File: config.mk
export PLATFORM = sky130hd
export DESIGN_NAME = id_ex_stage_flat
export DESIGN_NICKNAME = d
export VERILOG_FILES = /design/src/rtl/id_ex_if.sv /design/src/rtl/id_ex_stage.sv /design/src/flat_wrapper.sv
export SDC_FILE = /design/constraint.sdc
export NUM_CORES = 1
export LEC_CHECK = 0
export CORE_UTILIZATION = 48
export DETAILED_ROUTE_END_ITERATION = 10
export PLACE_DENSITY = 0.88
export SKIP_CTS_REPAIR_TIMING = 1
export SYNTH_ARGS = -nofsm -noshare
export SYNTH_HDL_FRONTEND = slang
export SYNTH_SLANG_ARGS = --single-unit
File: constraint.sdc
create_clock -name clk -period 4.8 [get_ports clk]
set_input_delay 1.2 -clock clk [delete_from_list [all_inputs] [get_ports clk]]
set_output_delay 1.2 -clock clk [all_outputs]
set_load 0.03 [all_outputs]
File: src/rtl/id_ex_if.sv
// id_ex_if -- signal bundle between the decode stage, the ID/EX pipeline
// register and its forwarding/hazard sources.
//   master : drives decode-side fields, flush and the M/W forwarding taps;
//            observes the E-stage results and the stall request.
//   slave  : the id_ex_stage block itself.
interface id_ex_if;
    // decode side
    logic [31:0] id_rd1, id_rd2, id_signimm;
    logic [4:0]  id_rs, id_rt, id_rd;
    logic        id_regwrite, id_memtoreg, id_memwrite, id_alusrc, id_regdst;
    logic [2:0]  id_alucontrol;
    logic        flush_e;
    // forwarding taps from M and W
    logic        mem_regwrite;
    logic [4:0]  mem_writereg;
    logic [31:0] mem_aluout;
    logic        wb_regwrite;
    logic [4:0]  wb_writereg;
    logic [31:0] wb_result;
    // E-stage results
    logic [31:0] srca_e, srcb_e, writedata_e;
    logic [2:0]  alucontrol_e;
    logic [4:0]  writereg_e;
    logic        regwrite_e, memtoreg_e, memwrite_e;
    logic        stall_d;

    modport master (
        output id_rd1, id_rd2, id_signimm, id_rs, id_rt, id_rd,
               id_regwrite, id_memtoreg, id_memwrite, id_alusrc, id_regdst,
               id_alucontrol, flush_e,
               mem_regwrite, mem_writereg, mem_aluout,
               wb_regwrite, wb_writereg, wb_result,
        input  srca_e, srcb_e, writedata_e, alucontrol_e, writereg_e,
               regwrite_e, memtoreg_e, memwrite_e, stall_d
    );

    modport slave (
        input  id_rd1, id_rd2, id_signimm, id_rs, id_rt, id_rd,
               id_regwrite, id_memtoreg, id_memwrite, id_alusrc, id_regdst,
               id_alucontrol, flush_e,
               mem_regwrite, mem_writereg, mem_aluout,
               wb_regwrite, wb_writereg, wb_result,
        output srca_e, srcb_e, writedata_e, alucontrol_e, writereg_e,
               regwrite_e, memtoreg_e, memwrite_e, stall_d
    );
endinterface

File: src/rtl/id_ex_stage.sv
// id_ex_stage -- ID/EX pipeline register with operand forwarding and
// hazard stall generation for a 5-stage MIPS-style pipeline.
// Ports:
//   clk   : rising-edge clock
//   rst_n : asynchronous active-low reset (E registers cleared, stall_d=0)
//   bus   : id_ex_if.slave -- decode inputs, flush, M/W forwarding taps,
//           E-stage outputs and stall_d
// Build option:
//   ID_EX_FORWARD_EN defined   -> M/W forwarding muxes, stall only on load-use
//   ID_EX_FORWARD_EN undefined -> no forwarding; stall on any RAW against the
//                                 E or M destination (W is covered by the
//                                 falling-edge register-file write)
module id_ex_stage (
    input  logic    clk,
    input  logic    rst_n,
    id_ex_if.slave  bus
);

    typedef struct packed {
        logic [31:0] rd1;
        logic [31:0] rd2;
        logic [31:0] signimm;
        logic [4:0]  rs;
        logic [4:0]  rt;
        logic [4:0]  rd;
        logic        regwrite;
        logic        memtoreg;
        logic        memwrite;
        logic        alusrc;
        logic        regdst;
        logic [2:0]  alucontrol;
    } e_regs_t;

    e_regs_t     e_q, e_d;
    logic [4:0]  writereg;
    logic        hazard;
    logic        stall;
    logic [31:0] srca, writedata;

    assign writereg = e_q.regdst ? e_q.rd : e_q.rt;

`ifdef ID_EX_FORWARD_EN
    // Only a load in E can't be forwarded in time; everything else resolves
    // through the M/W muxes below.
    always_comb begin
        hazard = e_q.memtoreg && e_q.regwrite && (writereg != 5'd0) &&
                 ((writereg == bus.id_rs) || (writereg == bus.id_rt));
    end

    // M has priority over W (it is the younger result); $0 never forwards.
    always_comb begin
        srca = e_q.rd1;
        if (bus.mem_regwrite && (bus.mem_writereg != 5'd0) && (bus.mem_writereg == e_q.rs))
            srca = bus.mem_aluout;
        else if (bus.wb_regwrite && (bus.wb_writereg != 5'd0) && (bus.wb_writereg == e_q.rs))
            srca = bus.wb_result;
    end

    always_comb begin
        writedata = e_q.rd2;
        if (bus.mem_regwrite && (bus.mem_writereg != 5'd0) && (bus.mem_writereg == e_q.rt))
            writedata = bus.mem_aluout;
        else if (bus.wb_regwrite && (bus.wb_writereg != 5'd0) && (bus.wb_writereg == e_q.rt))
            writedata = bus.wb_result;
    end
`else
    // Without forwarding the decoder must wait until the producer has left
    // M; W is safe because the register file writes in the first half-cycle.
    always_comb begin
        hazard = 1'b0;
        if (e_q.regwrite && (writereg != 5'd0) &&
            ((writereg == bus.id_rs) || (writereg == bus.id_rt)))
            hazard = 1'b1;
        if (bus.mem_regwrite && (bus.mem_writereg != 5'd0) &&
            ((bus.mem_writereg == bus.id_rs) || (bus.mem_writereg == bus.id_rt)))
            hazard = 1'b1;
    end

    assign srca      = e_q.rd1;
    assign writedata = e_q.rd2;

    // Forwarding taps have no consumer in this build.
    logic unused_fwd;
    assign unused_fwd = ^{bus.mem_aluout, bus.wb_regwrite, bus.wb_writereg, bus.wb_result};
`endif

    // Gate with rst_n so stall_d reads 0 during reset even though the M tap
    // is an external input that may still carry stale values.
    assign stall = hazard & rst_n;

    // A stalled or flushed edge loads a bubble; flush+stall still yields a
    // single bubble because the held D instruction reloads on the next edge.
    always_comb begin
        e_d = '0;
        if (!(bus.flush_e || stall)) begin
            e_d.rd1        = bus.id_rd1;
            e_d.rd2        = bus.id_rd2;
            e_d.signimm    = bus.id_signimm;
            e_d.rs         = bus.id_rs;
            e_d.rt         = bus.id_rt;
            e_d.rd         = bus.id_rd;
            e_d.regwrite   = bus.id_regwrite;
            e_d.memtoreg   = bus.id_memtoreg;
            e_d.memwrite   = bus.id_memwrite;
            e_d.alusrc     = bus.id_alusrc;
            e_d.regdst     = bus.id_regdst;
            e_d.alucontrol = bus.id_alucontrol;
        end
    end

    always_ff @(posedge clk or negedge rst_n) begin
        if (!rst_n) e_q <= '0;
        else        e_q <= e_d;
    end

    assign bus.srca_e       = srca;
    assign bus.writedata_e  = writedata;
    assign bus.srcb_e       = e_q.alusrc ? e_q.signimm : writedata;
    assign bus.alucontrol_e = e_q.alucontrol;
    assign bus.writereg_e   = writereg;
    assign bus.regwrite_e   = e_q.regwrite;
    assign bus.memtoreg_e   = e_q.memtoreg;
    assign bus.memwrite_e   = e_q.memwrite;
    assign bus.stall_d      = stall;

endmodule
File: src/flat_wrapper.sv
// flat-port wrapper written by rule: the top's interface ports become plain ports
module id_ex_stage_flat 
  (clk, rst_n, bus_id_rd1, bus_id_rd2, bus_id_signimm, bus_id_rs, bus_id_rt, bus_id_rd, bus_id_regwrite, bus_id_memtoreg, bus_id_memwrite, bus_id_alusrc, bus_id_regdst, bus_id_alucontrol, bus_flush_e, bus_mem_regwrite, bus_mem_writereg, bus_mem_aluout, bus_wb_regwrite, bus_wb_writereg, bus_wb_result, bus_srca_e, bus_srcb_e, bus_writedata_e, bus_alucontrol_e, bus_writereg_e, bus_regwrite_e, bus_memtoreg_e, bus_memwrite_e, bus_stall_d);
  id_ex_if bus_i ();
  input  logic clk;
  input  logic rst_n;
  input wire logic [$bits(bus_i.id_rd1)-1:0] bus_id_rd1;
  input wire logic [$bits(bus_i.id_rd2)-1:0] bus_id_rd2;
  input wire logic [$bits(bus_i.id_signimm)-1:0] bus_id_signimm;
  input wire logic [$bits(bus_i.id_rs)-1:0] bus_id_rs;
  input wire logic [$bits(bus_i.id_rt)-1:0] bus_id_rt;
  input wire logic [$bits(bus_i.id_rd)-1:0] bus_id_rd;
  input wire logic [$bits(bus_i.id_regwrite)-1:0] bus_id_regwrite;
  input wire logic [$bits(bus_i.id_memtoreg)-1:0] bus_id_memtoreg;
  input wire logic [$bits(bus_i.id_memwrite)-1:0] bus_id_memwrite;
  input wire logic [$bits(bus_i.id_alusrc)-1:0] bus_id_alusrc;
  input wire logic [$bits(bus_i.id_regdst)-1:0] bus_id_regdst;
  input wire logic [$bits(bus_i.id_alucontrol)-1:0] bus_id_alucontrol;
  input wire logic [$bits(bus_i.flush_e)-1:0] bus_flush_e;
  input wire logic [$bits(bus_i.mem_regwrite)-1:0] bus_mem_regwrite;
  input wire logic [$bits(bus_i.mem_writereg)-1:0] bus_mem_writereg;
  input wire logic [$bits(bus_i.mem_aluout)-1:0] bus_mem_aluout;
  input wire logic [$bits(bus_i.wb_regwrite)-1:0] bus_wb_regwrite;
  input wire logic [$bits(bus_i.wb_writereg)-1:0] bus_wb_writereg;
  input wire logic [$bits(bus_i.wb_result)-1:0] bus_wb_result;
  output wire logic [$bits(bus_i.srca_e)-1:0] bus_srca_e;
  output wire logic [$bits(bus_i.srcb_e)-1:0] bus_srcb_e;
  output wire logic [$bits(bus_i.writedata_e)-1:0] bus_writedata_e;
  output wire logic [$bits(bus_i.alucontrol_e)-1:0] bus_alucontrol_e;
  output wire logic [$bits(bus_i.writereg_e)-1:0] bus_writereg_e;
  output wire logic [$bits(bus_i.regwrite_e)-1:0] bus_regwrite_e;
  output wire logic [$bits(bus_i.memtoreg_e)-1:0] bus_memtoreg_e;
  output wire logic [$bits(bus_i.memwrite_e)-1:0] bus_memwrite_e;
  output wire logic [$bits(bus_i.stall_d)-1:0] bus_stall_d;
  assign bus_i.id_rd1 = bus_id_rd1;
  assign bus_i.id_rd2 = bus_id_rd2;
  assign bus_i.id_signimm = bus_id_signimm;
  assign bus_i.id_rs = bus_id_rs;
  assign bus_i.id_rt = bus_id_rt;
  assign bus_i.id_rd = bus_id_rd;
  assign bus_i.id_regwrite = bus_id_regwrite;
  assign bus_i.id_memtoreg = bus_id_memtoreg;
  assign bus_i.id_memwrite = bus_id_memwrite;
  assign bus_i.id_alusrc = bus_id_alusrc;
  assign bus_i.id_regdst = bus_id_regdst;
  assign bus_i.id_alucontrol = bus_id_alucontrol;
  assign bus_i.flush_e = bus_flush_e;
  assign bus_i.mem_regwrite = bus_mem_regwrite;
  assign bus_i.mem_writereg = bus_mem_writereg;
  assign bus_i.mem_aluout = bus_mem_aluout;
  assign bus_i.wb_regwrite = bus_wb_regwrite;
  assign bus_i.wb_writereg = bus_wb_writereg;
  assign bus_i.wb_result = bus_wb_result;
  assign bus_srca_e = bus_i.srca_e;
  assign bus_srcb_e = bus_i.srcb_e;
  assign bus_writedata_e = bus_i.writedata_e;
  assign bus_alucontrol_e = bus_i.alucontrol_e;
  assign bus_writereg_e = bus_i.writereg_e;
  assign bus_regwrite_e = bus_i.regwrite_e;
  assign bus_memtoreg_e = bus_i.memtoreg_e;
  assign bus_memwrite_e = bus_i.memwrite_e;
  assign bus_stall_d = bus_i.stall_d;
  id_ex_stage u_core (.clk(clk), .rst_n(rst_n), .bus(bus_i));
endmodule
==> metrics.yaml <==
hp-class: "primary input to async pin"
combPwrFrac_pct: 38.1
p_sw_share_pct: 35.29
routed_wl_mm: 19.96
gr-total-overflow: 0
fin_skew_ns: 0.008885
synth-adder-area-share_pct: 0
drive_gt1_share_pct: 15.48
avgSynthCellArea_um2: 9.421
cts_buffers: 17
p_total_w: 0.003755
clock_latency_ns: 0.41
port_buffers: 235
timing.final.hold_violations: 0
cp_data_required_time_ns: 3.60
cp-end-kind: "output pin"
pre_cts_ws_ns: 0.4741
via_per_inst: 5.654
highest_layer: "met4"
ys_ff_latch: 114
htreeDepth: 4
final_common_cell: "clkdlybuf4s50_1"
dr_wl_met3_mm: 1.773
path_clk_slew_ns: 0.05
slew_violations: 0
placed_cell_area_um2: 9329
power_density_nw_per_um2: 380.6
min_period_over_period_pct: 89.86
layout.nets: 1116
wire_per_inst_um: 17.49
fin_hold_ws_ns: 0.7078
antennaDiodeCount: 0
first_pass_iters: 5
fmax_mhz: 231.8
startpoint_type: "primary input"
rrSetupSlack_ns: 1.75
maxCapViolCount: 0
grt_pass1_vias: 6239
cts_max_path_buffers: 2
reg2reg_from: "u_core.e_q[3]$_DFF_PN0_"
fin_setup_tns_ns: 0
setup_ws_ns: 0.4869
gp_congestion: 0.8660
worstRegToRegCells: 7
initial_core_util_pct: 49.33
worst_pin_slew_ns: 1.139
synth_compound_gate_area_share_pct: 24.19
cts_tree: "built"
synth_mux_area_share_pct: 5.818
clkSinkCount: 114
yosysWarnings: 0
slew_headroom_pct: 23.87
vdd_ir_drop_max_mv: 0.2307
path_max_fanout: 3
synth_fp_nets: 997
io_pins: 306
grt_max_degree: 229
cts-root-buf: "clkbuf_16"
cp.arrival_ns: 3.11
syn_to_final_growth_pct: 31.07
m1WireLength_mm: 8.440
fp-row-count: 45
worstSetupStartpoint: "bus_mem_writereg[1]"
die_h_um: 127.2
vias: 6451
critPathKind: "primary input to output pin"
p_leak_nw: 3.779
grt_pass1_wl_mm: 32.09
setup_viol: 0
clkPwrFrac_pct: 30.9
synth_top_family_by_area: "compound AO/OA/AOI/OAI gates"
dr_wl_met2_mm: 9.345
synthXorXnorAreaFrac_pct: 2.327
intPower_w: 0.002430
seq_area_frac_synth_pct: 37.90
p_switching_w: 0.001325
drt_iter0_markers: 447
grt_usage_pct: 25.24
drc_errors: 0
synth_area_um2: 7527
synth.distinct_cells: 30
outcome: "finished clean"
final_cell_mix: "232 x clkdlybuf4s50_1, 114 x nor2b_1, 114 x nand2_1, 114 x dfrtp_1, 109 x a32oi_1"
yosys.area_share.simple_pct: 16.51
ant_nets: 0
core_um2: 15260
die_w_um: 127.2
fin_area_um2: 9866
dieArea_um2: 16190
antenna_found_initial: 0
rsz0062_at_grt: "false"
seqPwrFrac_pct: 31.0
layout_min_cycle_time_ns: 4.313
place_hpwl_mm: 12.45
synth_cells: 799
-- sequential cells by signal, indices dropped and copies added, names as in the netlist --
register,cells
u_core.bus.srca_e,32
u_core.bus.alucontrol_e,3
u_core.bus.regwrite_e,1
u_core.bus.memwrite_e,1
u_core.bus.memtoreg_e,1
u_core.bus.writedata_e,32
u_core.e_q,44
-- Yosys cell counts, drive strengths merged --
| library cell | instances | area, um2 |
|---|---|---|
| nand2 | 115 | 434.2 |
| o21ai | 115 | 804.5 |
| dfrtp | 114 | 2853 |
| nor2b | 114 | 713.2 |
| a32oi | 109 | 954.7 |
| buf | 108 | 830.8 |
| clkbuf | 38 | 148.9 |
| mux2 | 32 | 360.4 |
| xnor2 | 12 | 105.1 |
| xor2 | 8 | 70.07 |
| a31oi | 5 | 31.28 |
| inv | 5 | 18.77 |
| mux2i | 5 | 77.57 |
| nor3b | 5 | 37.54 |
| nand3 | 4 | 20.02 |
| nor3 | 4 | 20.02 |
| a21boi | 1 | 7.510 |
| a21o | 1 | 7.510 |
| nand4 | 1 | 6.260 |
| nor2 | 1 | 3.750 |
| o221ai | 1 | 15.01 |
| or4 | 1 | 7.510 |
-- critical path, stage by stage --
cell	delay [ns]
clkdlybuf4s50_1	0.60
xnor2_1	0.15
nand3_1	0.09
nor3_1	0.34
o221ai_4	0.16
a21boi_0	0.39
buf_12	0.18
-- area by class of cell --
class	instances	area, um2
Multi-Input combinational cell	534	3716
Timing Repair Buffer	246	2477
Clock inverter	11	90.09
Tap cell	211	264.0
Clock buffer	20	446.7
Inverter	5	18.77
Sequential cell	114	2853
Fill cell	1200	5393
-- per-stage QoR --
| stage | util [%] | instances |
|---|---|---|
| after floorplan | - | 799 |
| after global placement | 61.14 | 1110 |
| after detailed placement | 61.14 | 1110 |
| after CTS | 64.66 | 1141 |
| after global routing | 64.66 | 1141 |
| final | 64.66 | 1141 |
-- path summary, 6_finish.rpt --
kind                                                   endpoint
max                                                 bus_stall_d
max in group asynchronous       u_core.bus.srca_e[13]$_DFF_PN0_
min in group clk                       u_core.e_q[16]$_DFF_PN0_
max reg2reg                u_core.bus.writedata_e[10]$_DFF_PN0_
min reg2reg                            u_core.e_q[16]$_DFF_PN0_
min                             u_core.bus.memtoreg_e$_DFF_PN0_
-- per-layer routing --
metal / vias up / global-route usage (%)
met2: 250 / 40.72
met3: 33 / 7.956
met5: - / 0
li1: 3055 / -
met1: 3113 / 31.78
met4: 0 / 9.244
-- power by group through the flow --
stage	sequential [W]	clock (W)	combinational, W
floorplan	0.00117	0	0.00103
global placement	0.00118	0	0.00141
detailed placement	0.00118	0	0.00143
CTS	0.00117	0.00118	0.00144
global route	0.00118	0.00123	0.00152
finish	0.00116	0.00116	0.00143
-- cell families (layout without fill, tap and decap cells) --
family / Yosys count / after routing
AOI/OAI and AO/OA: 232 / 232
and+or+nand+nor: 245 / 245
xor gates and xnor gates: 20 / 20
DFF: 114 / 114
buffers and inverters: 151 / 282
muxes: 37 / 37
Power figures use the tool's default switching activity.
